### src/rtl/uart_rx_mmio.sv
// 8N1 UART receiver with an RX FIFO exposed as DATA/STATUS registers.
// Reading DATA pops the FIFO; reading STATUS clears the sticky error flags.
module uart_rx_mmio #(
  parameter int CLK_FREQ   = 27000000,
  parameter int BAUD       = 115200,
  parameter int FIFO_DEPTH = 16
) (
  input  logic        clk,
  input  logic        rst,
  input  logic        uart_rx,
  input  logic        uart_ren,
  input  logic [3:0]  addr,
  output logic [31:0] uart_out
);

  localparam int CPB  = CLK_FREQ / BAUD;
  localparam int HALF = CPB / 2;
  localparam int BW   = $clog2(CPB);
  localparam int AW   = $clog2(FIFO_DEPTH);
  localparam int CW   = AW + 1;

  typedef enum logic [1:0] {S_IDLE, S_START, S_DATA, S_STOP} state_t;

  logic          rx_m, rx_s;
  state_t        state_q, state_d;
  logic [BW-1:0] cnt_q, cnt_d;
  logic [2:0]    bit_q, bit_d;
  logic [7:0]    shift_q, shift_d;
  logic          tick, push, ferr_ev;

  logic [7:0]    mem [FIFO_DEPTH];
  logic [AW-1:0] wr_ptr, rd_ptr;
  logic [CW-1:0] count;
  logic          overflow, frame_err;
  logic          full, empty, do_pop, do_push, ovf_ev, clr;
  logic [4:0]    count5;
  logic          unused_addr;

  assign unused_addr = ^addr[1:0];

  always_ff @(posedge clk) begin
    if (rst) begin
      rx_m <= 1'b1;
      rx_s <= 1'b1;
    end else begin
      rx_m <= uart_rx;
      rx_s <= rx_m;
    end
  end

  always_ff @(posedge clk) begin
    if (rst) begin
      state_q <= S_IDLE;
      cnt_q   <= '0;
      bit_q   <= '0;
      shift_q <= '0;
    end else begin
      state_q <= state_d;
      cnt_q   <= cnt_d;
      bit_q   <= bit_d;
      shift_q <= shift_d;
    end
  end

  // Every phase samples when the baud counter reaches zero.
  always_comb begin
    state_d = state_q;
    cnt_d   = cnt_q;
    bit_d   = bit_q;
    shift_d = shift_q;
    push    = 1'b0;
    ferr_ev = 1'b0;
    tick    = (cnt_q == '0);
    case (state_q)
      S_IDLE: begin
        if (!rx_s) begin
          cnt_d   = BW'(HALF - 1);
          state_d = S_START;
        end
      end
      S_START: begin
        if (!tick) cnt_d = cnt_q - BW'(1);
        else if (rx_s) state_d = S_IDLE;
        else begin
          state_d = S_DATA;
          bit_d   = '0;
          cnt_d   = BW'(CPB - 1);
        end
      end
      S_DATA: begin
        if (!tick) cnt_d = cnt_q - BW'(1);
        else begin
          shift_d[bit_q] = rx_s;
          bit_d          = bit_q + 3'd1;
          cnt_d          = BW'(CPB - 1);
          if (bit_q == 3'd7) state_d = S_STOP;
        end
      end
      S_STOP: begin
        // Leave mid-stop-bit so a back-to-back start edge is not missed.
        if (!tick) cnt_d = cnt_q - BW'(1);
        else begin
          state_d = S_IDLE;
          push    = rx_s;
          ferr_ev = !rx_s;
        end
      end
      default: state_d = S_IDLE;
    endcase
  end

  assign full    = (count == CW'(FIFO_DEPTH));
  assign empty   = (count == '0);
  assign do_pop  = uart_ren && (addr[3:2] == 2'd0) && !empty;
  assign do_push = push && (!full || do_pop);
  assign ovf_ev  = push && full && !do_pop;
  assign clr     = uart_ren && (addr[3:2] == 2'd1);

  always_ff @(posedge clk) begin
    if (do_push) mem[wr_ptr] <= shift_q;
  end

  // A new error event in the same cycle as a STATUS read wins over the clear.
  always_ff @(posedge clk) begin
    if (rst) begin
      wr_ptr    <= '0;
      rd_ptr    <= '0;
      count     <= '0;
      overflow  <= 1'b0;
      frame_err <= 1'b0;
    end else begin
      if (do_push) wr_ptr <= wr_ptr + AW'(1);
      if (do_pop)  rd_ptr <= rd_ptr + AW'(1);
      case ({do_push, do_pop})
        2'b10:   count <= count + CW'(1);
        2'b01:   count <= count - CW'(1);
        default: count <= count;
      endcase
      overflow  <= ovf_ev  | (overflow  & ~clr);
      frame_err <= ferr_ev | (frame_err & ~clr);
    end
  end

  assign count5 = 5'(count);

  always_comb begin
    uart_out = '0;
    case (addr[3:2])
      2'd0:    if (!empty) uart_out = {23'b0, 1'b1, mem[rd_ptr]};
      2'd1:    uart_out = {19'b0, count5, 4'b0, frame_err, overflow, full, !empty};
      default: uart_out = '0;
    endcase
  end

endmodule

### config.mk
export PLATFORM = sky130hd
export DESIGN_NAME = uart_rx_mmio
export DESIGN_NICKNAME = d
export VERILOG_FILES = /design/src/rtl/uart_rx_mmio.sv
export SDC_FILE = /design/constraint.sdc
export NUM_CORES = 1
export LEC_CHECK = 0
export BUFFER_PORTS_ARGS = -buffer_cell sky130_fd_sc_hd__buf_2
export CORE_MARGIN = 8
export CORE_UTILIZATION = 50
export DETAILED_ROUTE_END_ITERATION = 12
export GPL_TIMING_DRIVEN = 0
export PLACE_DENSITY = 0.8
export SKIP_LAST_GASP = 1
export SYNTH_ARGS = -nofsm -noshare
export SYNTH_HDL_FRONTEND = slang
export SYNTH_SLANG_ARGS = --single-unit
### constraint.sdc
create_clock -name clk -period 3 [get_ports clk]
set_input_delay 0.6 -clock clk [delete_from_list [all_inputs] [get_ports clk]]
set_output_delay 0.6 -clock clk [all_outputs]
set_load 0.1 [all_outputs]
==> results of run 1 <==
[flip-flops by register name, summed over array words and instances (netlist names), 3 cells and up, named ones only]
name	flops
mem	128
cnt_q	8
shift_q	8
count	5
rd_ptr	4
wr_ptr	4
bit_q	3
[synth_stat cells, drive strengths merged (2+ instances only)]
master | n | share of area (%)
mux4 | 40 | 12
clkbuf | 14 | 0.72
nand2 | 17 | 0.87
inv | 12 | 0.61
xor2 | 4 | 0.48
nor2 | 46 | 2.4
o21a | 3 | 0.31
or3b | 2 | 0.24
nor2b | 6 | 0.51
nor3b | 3 | 0.31
and2 | 5 | 0.43
ha | 15 | 2.6
o211ai | 3 | 0.31
a2111oi | 2 | 0.24
or4 | 3 | 0.36
or2 | 3 | 0.26
o21ai | 21 | 1.5
a22oi | 3 | 0.31
o31ai | 2 | 0.20
nand2b | 6 | 0.51
nor4 | 4 | 0.34
a31o | 2 | 0.24
buf | 29 | 2.7
mux2i | 6 | 0.82
nand4 | 2 | 0.17
o31a | 2 | 0.24
nor3 | 17 | 1.3
a21oi | 21 | 1.4
or3 | 9 | 0.77
edfxtp | 128 | 52
dfxtp | 42 | 11
nand3 | 5 | 0.34
and3 | 4 | 0.34
xnor2 | 4 | 0.48
[cells by family after synthesis]
family / Yosys count / share of synthesized area, %
other: 1 / 0.05120
multiplexers: 47 / 13.27
AND/OR/NAND/NOR: 132 / 9.105
adder cells (fa/ha/maj): 15 / 2.562
XOR/XNOR: 8 / 0.9565
buffers and inverters: 55 / 4.014
flip-flops: 170 / 63.96
AO/OA/AOI/OAI: 70 / 6.082
[critical path: stages (launching register included)]
cell     delay (ns)
dfxtp_2        0.34
buf_8          0.13
buf_12         0.15
buf_12         0.11
mux4_2         0.50
mux4_2         0.54
nor2_4         0.13
nor3_4         0.05
buf_8          0.17
[area by class of cell]
class	count	area, um^2
repair buffers	33	429.2
fillers	989	5509
plain buffers	41	306.5
flip-flops and latches	170	4686
well taps	184	230.2
clock buffers	17	425.4
clock inverters	15	161.4
inverters	12	45.04
multi-input cells	291	2631
[layer usage]
metal	vias up	share of wire, %	GRT usage (%)
li1	2013	-	-
met1	2314	39	23.59
met2	220	52	34.02
met3	37	7.1	3.928
met4	0	2.5	6.457
met5	-	0	0
[power groups by stage]
stage | registers, mW | logic (mW) | clock network [mW]
floorplan | 2.58 | 0.340 | 0
global placement | 2.59 | 0.392 | 0
detailed placement | 2.59 | 0.402 | 0
CTS | 2.54 | 0.413 | 2.19
global route | 2.54 | 0.456 | 2.29
finish | 2.54 | 0.429 | 2.19
[through the flow]
| step | area (um^2) | util (%) | setup slack, ns |
|---|---|---|---|
| after global routing | 8915 | 61.81 | -0.2003 |
| after floorplan | 7435 | - | -0.4943 |
| final | 8915 | 61.81 | -0.1452 |
| after detailed placement | 7792 | 54.03 | -0.4596 |
| after global placement | 7750 | 53.73 | -0.8232 |
| after CTS | 8857 | 61.41 | -0.1550 |
[what timing repair did]
| action | in CTS | in global routing |
|---|---|---|
| setup buffers | 11 | 1 |
| pin swaps | 6 | 3 |
| endpoints found under the setup margin | 130 | 89 |
| resized for setup | 86 | 9 |
| cloned | 2 | 0 |
[how the worst max path moves through the flow]
stage	startpoint	endpoint	slack, ns	depth (start not counted)
global route	flop	uart_out[0]	-0.20	8
floorplan	flop	uart_out[6]	-0.49	6
CTS	flop	uart_out[0]	-0.16	8
global placement	cnt_q[0]	mem[1][7]	-0.82	9
detailed placement	flop	uart_out[5]	-0.46	7
finish	flop	uart_out[0]	-0.15	8
==> summary.txt, run 1 <==
Synth
  – Synth Instances: 498
  – FF+latch count, synth: 170
  – Syn avg cell area: 14.71 um^2
  – Yosys cell types: 53
  – Async S/R FF share, synth: 0%
  – EDFF count, synth: 128
  – Ys flop type: edfxtp_1
  – Area of the mapped netlist: 7325 um^2
  – Yosys warns: 0
  – Register area share after synthesis: 63.96%

Drt
  – # DRC: 0
  – Routed WL: 17560 um
  – Via/cell ratio: 6.008
  – Initial drt markers: 520
  – ANT nets after route: 0
  – Wire per inst: 23.02 um
  – Via count: 4584
  – DRT Pass-1 Iters: 6

Final layout
  – N_diodes: 0
  – Share of cells above drive strength 1: 30.92%
  – Fin nets: 589
  – Most common cell after layout, fill and taps aside: edfxtp_1
  – Synth-to-Final Area Change: 21.71%
  – Most frequent cells in the layout: edfxtp_1 (128), dfxtp_1 (41), mux4_2 (40)
  – Final std cells w/o fill: 763

Hold path
  – Worst hold path type: in -> reg
  – Worst hold endpoint: rx_m
  – Hold Startpoint: uart_rx
  – Hold depth: 2

STA
  – Final setup violation count: 8
  – RSZ-0062 raised after global routing: yes
  – Max Slew Vio Count: 0
  – Post-layout worst setup margin: -0.1452 ns
  – Final period util: 104.8%
  – Clock skew: 0.007522 ns
  – Max-slew headroom: 36.04%
  – Hold Fails Final Rpt: 0
  – Setup TNS: -0.5411 ns
  – Fmax: 0.3179 GHz
  – Worst slew pin tran: 0.9559 ns
  – Tmin final: 3.145 ns
  – Worst hold slack: 0.3715 ns

Outcome
  – Status: finished, violations left
  – Failing checks: setup timing

Power
  – Switching power: 1.280 mW
  – Leakage power total: 3.029 nW
  – Peak VDD IR: 0.0004400 V
  – Total chip power: 5.161 mW
  – Sw frac: 24.80%
  – Share of power burned in registers: 49.2%
  – Clock power frac: 42.5%
  – Comb pwr share: 8.3%
  – Power per Cell Area: 578.9 nW/um^2
  – Cell-internal power: 3.881 mW

CTS
  – CTS H-tree lvls: 4
  – CTS root buf: clkbuf_16
  – Number of hold buffers added after CTS: 0
  – Bufs on Longest Clock Path: 2
  – CTS tree: done
  – Worst-Skew Late Latency: 0.42 ns
  – Num Clock Sinks: 170
  – Inserted Clock Buffers: 17
  – Clock slew seen by the registers of the worst setup and hold paths: 0.07 ns

Global routing
  – Antenna violations before repair: 0
  – Global router's overall resource usage: 19.47%
  – Number of global-route vias before repair: 4544
  – First-pass GRT wire length: 26740 um
  – Grt total ovfl: 0
  – Largest net degree at the start of global routing: 18

Floorplan
  – Row count: 44
  – Die width: 137.0 um
  – Die H: 137.0 um
  – Core Box Area: 14420 um^2
  – DIE AREA: 18780 um^2
  – Initial Util: 50.78%
  – Num ports: 40

Placed design
  – DP Cell Count: 719
  – Number of port buffers: 17
  – GPL Wtd Cong: 0.8635
  – DP HPWL: 10610 um

Worst setup path
  – WS Path Type: reg -> out
  – RR Endpoint: mem[11][7]
  – Crit path max fanout: 6
  – Worst Path Arrival: 2.55 ns
  – Endpoint type of the worst setup path: output pin
  – Data required, critical path: 2.40 ns
  – Number of cells on the worst reg-to-reg path: 6
  – Worst R2R Start: cnt_q[0]
  – Reg-to-reg setup timing slack: 0.07 ns
  – CP startpoint kind: flop

Run
  – Max-cap violations: 0
(Power assumes the default switching activity.)
==> run 2: changes to the inputs <==
--- a/config.mk
+++ b/config.mk
@@ -10,7 +10,7 @@
 export CORE_UTILIZATION = 50
 export DETAILED_ROUTE_END_ITERATION = 12
 export GPL_TIMING_DRIVEN = 0
-export PLACE_DENSITY = 0.8
+export PLACE_DENSITY = 0.7
 export SKIP_LAST_GASP = 1
 export SYNTH_ARGS = -nofsm -noshare
 export SYNTH_HDL_FRONTEND = slang
==> run 2 against run 1 <==
Effect of this change:
- the flow still finishes with violations (setup timing)
- design area up 0.56%
- sequential power about the same
- clock power down 3%
- critical path type unchanged
- critical endpoint is now uart_out[5]
==> summary.txt, run 2 (same netlist as run 1, synthesis figures left out) <==
Worst setup path
  – Crit path to: uart_out[5]
  – Data required, critical path: 2.40 ns (about the same)
  – Crit path cell chain: buf_12, buf_12, buf_12, mux4_2, mux4_2, nor2b_4, buf_12
  – RR Endpoint: count[4]
  – Top Family by Delay on Critical Path: multiplexers
  – WP buf/inv: 4 (unchanged)
  – Number of cells on the worst reg-to-reg path: 10 (+4)
  – Reg-to-reg setup timing slack: 0.04 ns (-0.03 ns)
  – Endpoint type of the worst setup path: output pin
  – Crit path max fanout: 7 (+1)
  – Slowest Stage Delay on Critical Path: 0.53 ns (about the same)
  – Slowest stage cell on the critical path: mux4_2
  – WS Path Type: reg -> out
  – Worst Path Arrival: 2.53 ns (-0.02 ns)
  – Worst R2R Start: count[2]
  – Stages on worst setup path: 7 (-1)
  – Most frequent CP cell: buf_12
  – CP startpoint kind: flop

Floorplan
  – Row count: 44 (unchanged)
  – Die width: 137.0 um (unchanged)
  – Initial Util: 50.78% (unchanged)
  – Core Box Area: 14420 um^2 (unchanged)
  – Die H: 137.0 um (unchanged)
  – DIE AREA: 18780 um^2 (unchanged)
  – Num ports: 40 (unchanged)

STA
  – Final setup violation count: 9 (+1)
  – Max-slew headroom: 40.56% (+4.5 points)
  – Hold Fails Final Rpt: 0 (unchanged)
  – Post-layout worst setup margin: -0.1334 ns (+0.01189 ns)
  – Final period util: 104.4% (-0.40 points)
  – Worst hold slack: 0.3591 ns (-0.01247 ns)
  – Tmin final: 3.133 ns (-0.01188 ns)
  – Worst slew pin tran: 0.8897 ns (-0.06627 ns)
  – Clock skew: 0.007737 ns (+0.0002152 ns)
  – Setup TNS: -0.8866 ns (-0.3455 ns)
  – Fmax: 0.3191 GHz (+0.38%)
  – Max Slew Vio Count: 0 (unchanged)
  – RSZ-0062 raised after global routing: yes

Outcome
  – Status: finished, violations left
  – Failing checks: setup timing

Final layout
  – Synth-to-Final Area Change: 22.39%
  – Most common cell after layout, fill and taps aside: edfxtp_1
  – Reg area: 4688 um^2 (about the same)
  – Most frequent cells in the layout: edfxtp_1 (128), dfxtp_1 (41), mux4_2 (40)
  – Largest register FFs: 128 (unchanged)
  – Post-route cell area: 8965 um^2 (+0.56%)
  – N_diodes: 0 (unchanged)
  – Share of cells above drive strength 1: 29.91% (-1.0 points)
  – Layout filler cell count: 1063 (+7.5%)
  – Biggest regs: mem: 128 flops, cnt_q: 8 flops, shift_q: 8 flops
  – Fin nets: 595 (+1.0%)
  – Multi-input logic area: 2645 um^2 (+0.52%)
  – Most flop-heavy register: mem

Placed design
  – DP HPWL: 9965 um (-6.1%)
  – Placed inst area: 7760 um^2 (-0.42%)
  – GPL Wtd Cong: 0.8370 (-3.1%)
  – Number of port buffers: 17 (unchanged)

CTS
  – CTS tree: done
  – Num Clock Sinks: 170 (unchanged)
  – Number of hold buffers added after CTS: 0 (unchanged)
  – CTS H-tree lvls: 4 (unchanged)
  – Clock slew seen by the registers of the worst setup and hold paths: 0.06 ns (about the same)
  – Worst-Skew Late Latency: 0.43 ns (about the same)
  – CTS root buf: clkbuf_16
  – Bufs on Longest Clock Path: 2 (unchanged)
  – Inserted Clock Buffers: 17 (unchanged)

Drt
  – # DRC: 0 (unchanged)
  – Wire per inst: 19.90 um (-14%)
  – DRT Pass-1 Iters: 5 (-1)
  – Routed WL: 15300 um (-13%)
  – Via count: 4379 (-4.5%)
  – Initial drt markers: 473 (-9.0%)
  – ANT nets after route: 0 (unchanged)
  – Via/cell ratio: 5.694 (-5.2%)

Power
  – Leakage power total: 3.036 nW (+0.24%)
  – Clock power frac: 41.9% (-0.6 points)
  – Total chip power: 5.091 mW (-1.4%)
  – Peak VDD IR: 0.0003577 V (-19%)
  – Switching power: 1.158 mW (-9.5%)
  – Power per Cell Area: 567.9 nW/um^2 (-1.9%)
  – Comb pwr share: 8.3% (about the same)
  – Share of power burned in registers: 49.9% (+0.7 points)
  – Cell-internal power: 3.932 mW (+1.3%)
  – Sw frac: 22.75% (-2.0 points)

Global routing
  – Largest net degree at the start of global routing: 18 (unchanged)
  – Number of global-route vias before repair: 4313 (-5.1%)
  – Grt total ovfl: 0 (unchanged)
  – First-pass GRT wire length: 24120 um (-9.8%)
  – Antenna violations before repair: 0 (unchanged)
  – Global router's overall resource usage: 17.47% (-2.0 points)

Run
  – Max-cap violations: 0 (unchanged)

Hold path
  – Worst hold path type: in -> reg
-- run 2: worst min path at each step --
stage	start	to	slack [ns]	depth (start not counted)
floorplan	rx_m	rx_s	0.39	1
global placement	rx_m	rx_s	0.40	1
detailed placement	rx_m	rx_s	0.41	1
CTS	uart_rx	rx_m	0.34	2
global route	uart_rx	rx_m	0.35	2
finish	uart_rx	rx_m	0.36	2
-- run 2: final cells by class --
cell class	count	area share [%]
flip-flops and latches	170	52.30
well taps	184	2.568
multi-input cells	291	29.50
inverters	12	0.5024
clock inverters	10	1.396
clock buffers	22	4.955
repair buffers	39	5.485
plain buffers	41	3.294
-- run 2: metrics by stage --
step,util [%],std cells,worst slack (ns)
6_report,62.15,769,-0.1334
5_1_grt,62.15,769,-0.1988
4_1_cts,60.90,760,-0.2080
3_5_place_dp,53.80,717,-0.5873
3_3_place_gp,53.73,717,-0.6766
2_1_floorplan,-,516,-0.4943
-- run 2: repair_timing --
item / CTS / global route
endpoints found under the hold margin: 0 / 0
cloned: 1 / 0
resized for setup: 84 / 17
setup endpoints to repair: 138 / 139
pin swaps: 2 / 6
buffers inserted: 11 / 10
-- run 2: power groups by stage --
stage	clock network, mW	registers [mW]	logic [mW]
3_5_place_dp	0	2.59	0.403
6_report	2.13	2.54	0.420
4_1_cts	2.16	2.54	0.412
3_3_place_gp	0	2.59	0.395
2_1_floorplan	0	2.58	0.340
5_1_grt	2.25	2.54	0.446
-- run 2: metal layers --
layer	vias up	global-route usage (%)	wire length, um
li1	2037	-	-
met1	2180	22.46	6291
met2	139	27.79	7637
met3	23	3.818	1003
met4	0	8.147	371
met5	-	0	0
